===== src/rtl/inv_chan_filt.sv =====
// One channel of the filtered inverter bank: two-flop synchroniser, debounce counter,
// accepted-level register and a one-cycle change pulse.
module inv_chan_filt #(
  parameter int unsigned FILTER_CYCLES = 4,
  parameter bit          INVERT        = 1'b1
) (
  input  logic clk,
  input  logic rst,
  input  logic a,
  output logic y,
  output logic edge_p
);

  localparam int unsigned CntW = $clog2(FILTER_CYCLES + 1);
  localparam logic [CntW-1:0] CntLast = CntW'(FILTER_CYCLES - 1);

  logic            sync1_q, sync1_d;
  logic            sync2_q, sync2_d;
  logic            state_q, state_d;
  logic            edge_q, edge_d;
  logic [CntW-1:0] cnt_q, cnt_d;

  always_comb begin
    sync1_d = a;
    sync2_d = sync1_q;
    state_d = state_q;
    cnt_d   = '0;
    edge_d  = 1'b0;
    // Any cycle where the synchronised level agrees with state discards the run.
    if (sync2_q != state_q) begin
      if (cnt_q == CntLast) begin
        state_d = sync2_q;
        edge_d  = 1'b1;
      end else begin
        cnt_d = cnt_q + 1'b1;
      end
    end
  end

  always_ff @(posedge clk) begin
    if (rst) begin
      sync1_q <= 1'b0;
      sync2_q <= 1'b0;
      state_q <= 1'b0;
      cnt_q   <= '0;
      edge_q  <= 1'b0;
    end else begin
      sync1_q <= sync1_d;
      sync2_q <= sync2_d;
      state_q <= state_d;
      cnt_q   <= cnt_d;
      edge_q  <= edge_d;
    end
  end

  assign y      = state_q ^ INVERT;
  assign edge_p = edge_q;

endmodule


===== src/rtl/inv_bank_filt.sv =====
// N-channel glitch-filtered inverter/buffer bank for noisy or asynchronous CPLD inputs.
// Channels are fully independent copies of inv_chan_filt.
module inv_bank_filt #(
  parameter int unsigned CHANNELS      = 6,
  parameter int unsigned FILTER_CYCLES = 4,
  parameter bit          INVERT        = 1'b1
) (
  input  logic                clk,
  input  logic                rst,
  input  logic [CHANNELS-1:0] a,
  output logic [CHANNELS-1:0] y,
  output logic [CHANNELS-1:0] edge_p
);

  for (genvar i = 0; i < CHANNELS; i++) begin : g_chan
    inv_chan_filt #(
      .FILTER_CYCLES(FILTER_CYCLES),
      .INVERT       (INVERT)
    ) u_chan (
      .clk   (clk),
      .rst   (rst),
      .a     (a[i]),
      .y     (y[i]),
      .edge_p(edge_p[i])
    );
  end

endmodule


===== config.mk =====
export PLATFORM = sky130hd
export DESIGN_NAME = inv_bank_filt
export DESIGN_NICKNAME = d
export VERILOG_FILES = /design/src/rtl/inv_chan_filt.sv /design/src/rtl/inv_bank_filt.sv
export SDC_FILE = /design/constraint.sdc
export NUM_CORES = 1
export LEC_CHECK = 0
export ABC_AREA = 1
export BUFFER_PORTS_ARGS = -buffer_cell sky130_fd_sc_hd__buf_4
export CAP_MARGIN = 20
export CORE_MARGIN = 5
export CORE_UTILIZATION = 60
export DETAILED_ROUTE_END_ITERATION = 6
export PLACE_DENSITY = 0.82
export SYNTH_ARGS = -nofsm -noshare
export SYNTH_HDL_FRONTEND = slang
export SYNTH_SLANG_ARGS = --single-unit

===== constraint.sdc =====
create_clock -name clk -period 2.88 [get_ports clk]
set_clock_uncertainty 0.1 [all_clocks]
set_input_delay 0.144 -clock clk [delete_from_list [all_inputs] [get_ports clk]]
set_output_delay 0.144 -clock clk [all_outputs]
set_load 0.02 [all_outputs]

=== Word-level counts from Yosys, hierarchy flattened ===
Cells that the tools add are included.

* Bits of input ports: 8
* Logic and storage cells: 84
* Register bits: 42
* Output and inout port bits: 12

* Equal/unequal tests: 12
* Mux-type cells: 6
* Bitwise operators: 12
* Add/subtract/negate cells: 6
* Reduce and logical (&&, ||, !) cells: 18

{| class="wikitable"
|+ Operators by type and width
! cell !! number
|-
| 3-bit by 1-bit adder with 3-bit output, second input constant || 6
|-
| 3-bit by 2-bit == test with 1-bit output, second input constant || 6
|-
| 3-bit OR reduction || 6
|-
| 1-bit inverter || 12
|-
| 2-bit AND reduction || 6
|-
| 2-bit OR reduction || 6
|-
| 1-bit two-way mux || 6
|-
| 1-bit inequality test || 6
|}

=== Longest topological paths before layout ===
* Depth after elaboration: 3
* Gate-level depth with buffers: 5
* Depth with buffers taken out: 5

=== Modules after synthesis ===
From an unflattened synthesis, not the netlist that was laid out.

* Cell total of the unflattened synthesis: 174
* Area total of the unflattened synthesis: 1,531.5 um^2

{| class="wikitable"
|+ By module, submodules not included
! module !! area an instance (um^2) !! sequential area each (um^2) !! times used !! cells each
|-
| inv_chan_filt || 255.2 || 140.1 || 6 || 29
|}

=== Least setup slack after synthesis ===
Ideal clock, no wire load.

* Kind: register to register
* Start point: reg g_chan[0].u_chan.cnt_q[0]
* End point: reg g_chan[0].u_chan.cnt_q[0]
* Arrival time: 0.992 ns
* Required time: 2.714 ns
* Library setup time: 0.066 ns
* Buffers on the path: 0
* Period minus slack after synthesis: 1.158 ns
* Stages on the path, launching flop included: 6
* Path slack: 1.722 ns
* Cell sequence: dfxtp_1 ha_1 ha_1 inv_1 nand4_1 nor2_1

* Cells in the longest elaborated chain, start to end: 2
* Elaborated cells between the ends (all ways): 3
* Classes of those cells: 1 x add/sub; 1 x eq/ne; 1 x reduce/logical

{| class="wikitable"
|+ RTL lines
! element !! line !! RTL
|-
| from (decl) || inv_chan_filt.sv:21 || <nowiki>logic [CntW-1:0] cnt_q, cnt_d;</nowiki>
|-
| from (signal assigned) || inv_chan_filt.sv:51 || <nowiki>cnt_q <= cnt_d;</nowiki>
|-
| parallel branches: the longest is 2 deep, another holds 3-bit by 1-bit adder with 3-bit output || - ||
|}

Several ways; the timed one is not identified.
A chain may end at the register's enable or synchronous reset.

=== Final worst setup path ===
* Start point: in rst
* End point: reg g_chan[5].u_chan.sync1_q

{| class="wikitable"
|+ RTL lines
! element !! line !! RTL
|-
| from (decl) || inv_bank_filt.sv:9 || <nowiki>input logic rst,</nowiki>
|-
| to (signal assigned) || inv_chan_filt.sv:48 || <nowiki>sync1_q <= sync1_d;</nowiki>
|-
| to (decl) || inv_chan_filt.sv:17 || <nowiki>logic sync1_q, sync1_d;</nowiki>
|}

No word-level cell between the ends.

==> results.md <==
- Buf+Inv Stages, Crit Path: 3
- Synth Area in Adders: 9.11%
- Sw frac: between 20% and 30%
- Root buffer cell: clkbuf_4
- GRT Util Overall: between 10% and 20%
- Setup Crit Path Kind: input pin to flop
- Die width: between 60 and 70 um
- FP Rows: 19
- Drc violations: 0
- DR iter-0 viols: 32
- Sum Neg Setup Slack: 0 ps
- Skew-Pair Late Insertion Delay: between 300 and 400 ps
- Area grow syn2layout: 16.1%
- ANT nets after route: 0
- Clock Path Buffers: 2
- I/O pin count: 20
- Reg clk slew, reported paths: between 100 and 150 ps
- Worst Path Arrival: approximately 1500 ps
- First-pass GRT wire length: roughly 4400 um
- Port bufs: 19
- Final worst-path cycle share: 46.7%
- Fill count: ~210
- Fmax: around 740 MHz
- Placed cell count: around 220
- Vias: 1064
- P_sw: between 200 and 250 uW
- Max Cap Viol: 0
- Final setup fails: 0
- Mux cell area share after synthesis: 0%
- Max_slew headroom: approximately 85%
- Cells after Synth: 183
- RSZ-0062 raised after global routing: no
- Slew of the pin with the lowest slew margin: between 200 and 250 ps
- Largest family of logic cells by synthesized area: simple AND/OR/NAND/NOR gates
- Final wirelength: between 2000 and 2500 um
- Worst reg2reg path endpoint: g_chan[3].u_chan.cnt_q[0]
- Ordered list of cells on the worst path: dlygate4sd3_1, buf_4, nor2_1, dlygate4sd3_1
- WP data required: a little over 3000 ps
- Clock power frac: roughly 32%
- P_int: 734 uW
- Synth Area in Compound Gates: under 10%
- Avg Inst Size Synth: ~9 um2
- Final min period: between 1000 and 1500 ps
- Synth Register Bits: 42
- Initial core utilization: roughly 61%
- Fin. Hold Viols: 0
- Max-slew violations: 0
- CP max-delay cell: dlygate4sd3_1
- CP startpoint kind: input pin
- Post-Synth XOR/XNOR Area: 0%
- Syn_nets: between 200 and 250
- Share of cells above drive strength 1: 23.0%
- CP peak stage delay: approximately 560 ps
- Initial antenna violation count: 0
- Global placer's final weighted congestion: 0.723
- DIE HEIGHT: roughly 62 um
- Comb power frac: 5.1%
- Worst vdd ir: ~460 uV
- Synth area leader: dfxtp_1
- Critical Path End Type: flop
- Vias per Instance: around 4.4
- Worst Path Max Fanout: 13
- Pwr/cell area: ~500 mW/mm2
- HP Class: flop to flop
- Hold path cells: 2
- Core region area: about 0.0027 mm2
- Resized Gates After CTS: 0
- N_diodes: 0
- Static leakage: between 0.0008 and 0.0009 uW
- Total CTS buffers: 5
- Cell Count, Final, Fillers Out: between 200 and 250
- Seq pwr share: between 60% and 70%
- Htree depth: 2
- FF-to-FF setup slack: approximately 1600 ps
- Top cell type's share of synthesized area: slightly above 50%
- Hold Path Sink: g_chan[2].u_chan.sync2_q
- Post-Syn Area: roughly 0.0016 mm2
- Die footprint: 0.00389 mm2
- Remaining Overflow, GRT: 0
- Final nets: 228
- Dominant cells by area after synthesis: dfxtp_1, inv_1, ha_1
- Post-synthesis cell type count: 16
- Avg WL per Cell: around 10 um
- Syn. warnings: 0
- Post-Synth Simple-Gate Area: 17.8%
- Status: finished, final reports clean
- Vias in the first global route: ~1100
- Crit-path most repeated cell: dlygate4sd3_1
- CTS tree: built
- First-pass iteration count of the detailed router: 4
- Worst reg2reg startpoint: g_chan[3].u_chan.cnt_q[0]
- Num Clock Sinks: between 40 and 50
- Hold path start: g_chan[2].u_chan.sync1_q
- Reg2Reg Depth: 5
- CP delay by family, top: buffers and inverters
- Sequential area share after synthesis: between 50% and 60%
- Largest net degree at the start of global routing: 19
- Post-DP HPWL: 1760 um
==> final cells by class <==
type                    instances  area [um2]  share of cell area [%]
flip-flops and latches         42         841                    44.0
multi-input cells              84         533                    27.9
repair buffers                 32         273                    14.3
inverters                      43         164                    8.57
clock buffers                   6        51.3                    2.68
well taps                      31        38.8                    2.03
clock inverters                 2        12.5                   0.654
==> per-stage QoR <==
step	instance area (um2)	utilization, %	hold WS, ps	setup slack [ps]	power (uW)
finish	1910	71.2	310	1530	950
global route	1910	71.2	339	1440	1000
CTS	1910	71.2	313	1560	963
detailed placement	1720	64.0	251	1590	644
global placement	1720	64.0	247	1670	641
floorplan	1650	-	115	1720	633
==> repair_timing <==
| item | in CTS | in global routing |
|---|---|---|
| setup buffers | 0 | 0 |
| hold buffers | 13 | 0 |
| hold endpoints to repair | 12 | 0 |
| endpoints found under the setup margin | 0 | 0 |
==> power groups by stage <==
stage,Combinational [uW],Clock (uW),Sequential (uW)
3_5_place_dp,35.2,0,609
6_report,48.9,306,595
3_3_place_gp,33.3,0,608
2_1_floorplan,25.4,0,607
5_1_grt,55.2,348,597
4_1_cts,48.7,319,596
==> tightest hold or removal path, cell delays in order (launching register included) <==
cell	delay, ps
dfxtp_1	320
inv_1	40
nor2_1	30
==> kinds of logic after synthesis <==
logic type      Yosys count
buf+inv                  57
compound gates           12
fa+ha+maj                12
simple gates             60
flops                    42
==> flip-flops by register name (all words and copies together), names as in the netlist <==
register,count
g_chan.u_chan.cnt_q,18
g_chan.u_chan.sync1_q,6
g_chan.u_chan.state_q,6
g_chan.u_chan.edge_p,6
g_chan.u_chan.sync2_q,6
==> cells in the final DEF, fill, tap and decap left out, types with 2 or more instances in the layout <==
cell,Yosys,final
inv_1,42,42
dfxtp_1,42,42
nor2_1,30,30
buf_4,12,19
dlygate4sd3_1,0,13
nand2_1,12,12
ha_1,12,12
nand4_1,6,6
nand3_2,6,6
nor2_2,6,6
clkbuf_4,0,5
o21ai_2,4,4
a21oi_2,4,4
o21ai_0,2,2
a21oi_1,2,2
==> per-layer routing <==
metal,wire length (um),track usage (%),share of wire [%],up-vias
li1,-,-,-,589
met1,1040,14.7,43,456
met2,1190,25.0,50,16
met3,128,4.68,5.3,3
met4,36,8.75,1.5,0
met5,0,0,0,-
==> synth_stat cells <==
master,n
nand4_1,6
inv_1,42
nor2_2,6
dfxtp_1,42
nand3_2,6
buf_2,1
ha_1,12
a21oi_2,4
a21oi_1,2
nand2_1,12
nor2_1,30
o21ai_2,4
inv_4,1
o21ai_0,2
buf_4,12
buf_8,1
==> worst max path at each step <==
| stage | cells past startpoint | startpoint | slack, ps | end |
|---|---|---|---|---|
| after global routing | 5 | g_chan[3].u_chan.cnt_q[0] | 1440 | g_chan[3].u_chan.cnt_q[0] |
| after CTS | 5 | g_chan[3].u_chan.cnt_q[0] | 1560 | g_chan[3].u_chan.cnt_q[0] |
| after floorplan | 5 | g_chan[0].u_chan.cnt_q[0] | 1720 | g_chan[0].u_chan.cnt_q[0] |
| after detailed placement | 5 | g_chan[3].u_chan.cnt_q[0] | 1590 | g_chan[3].u_chan.cnt_q[0] |
| after global placement | 5 | g_chan[1].u_chan.cnt_q[0] | 1670 | g_chan[1].u_chan.cnt_q[0] |
| final | 4 | rst | 1530 | g_chan[5].u_chan.sync1_q |
(Power assumes the default switching activity.)
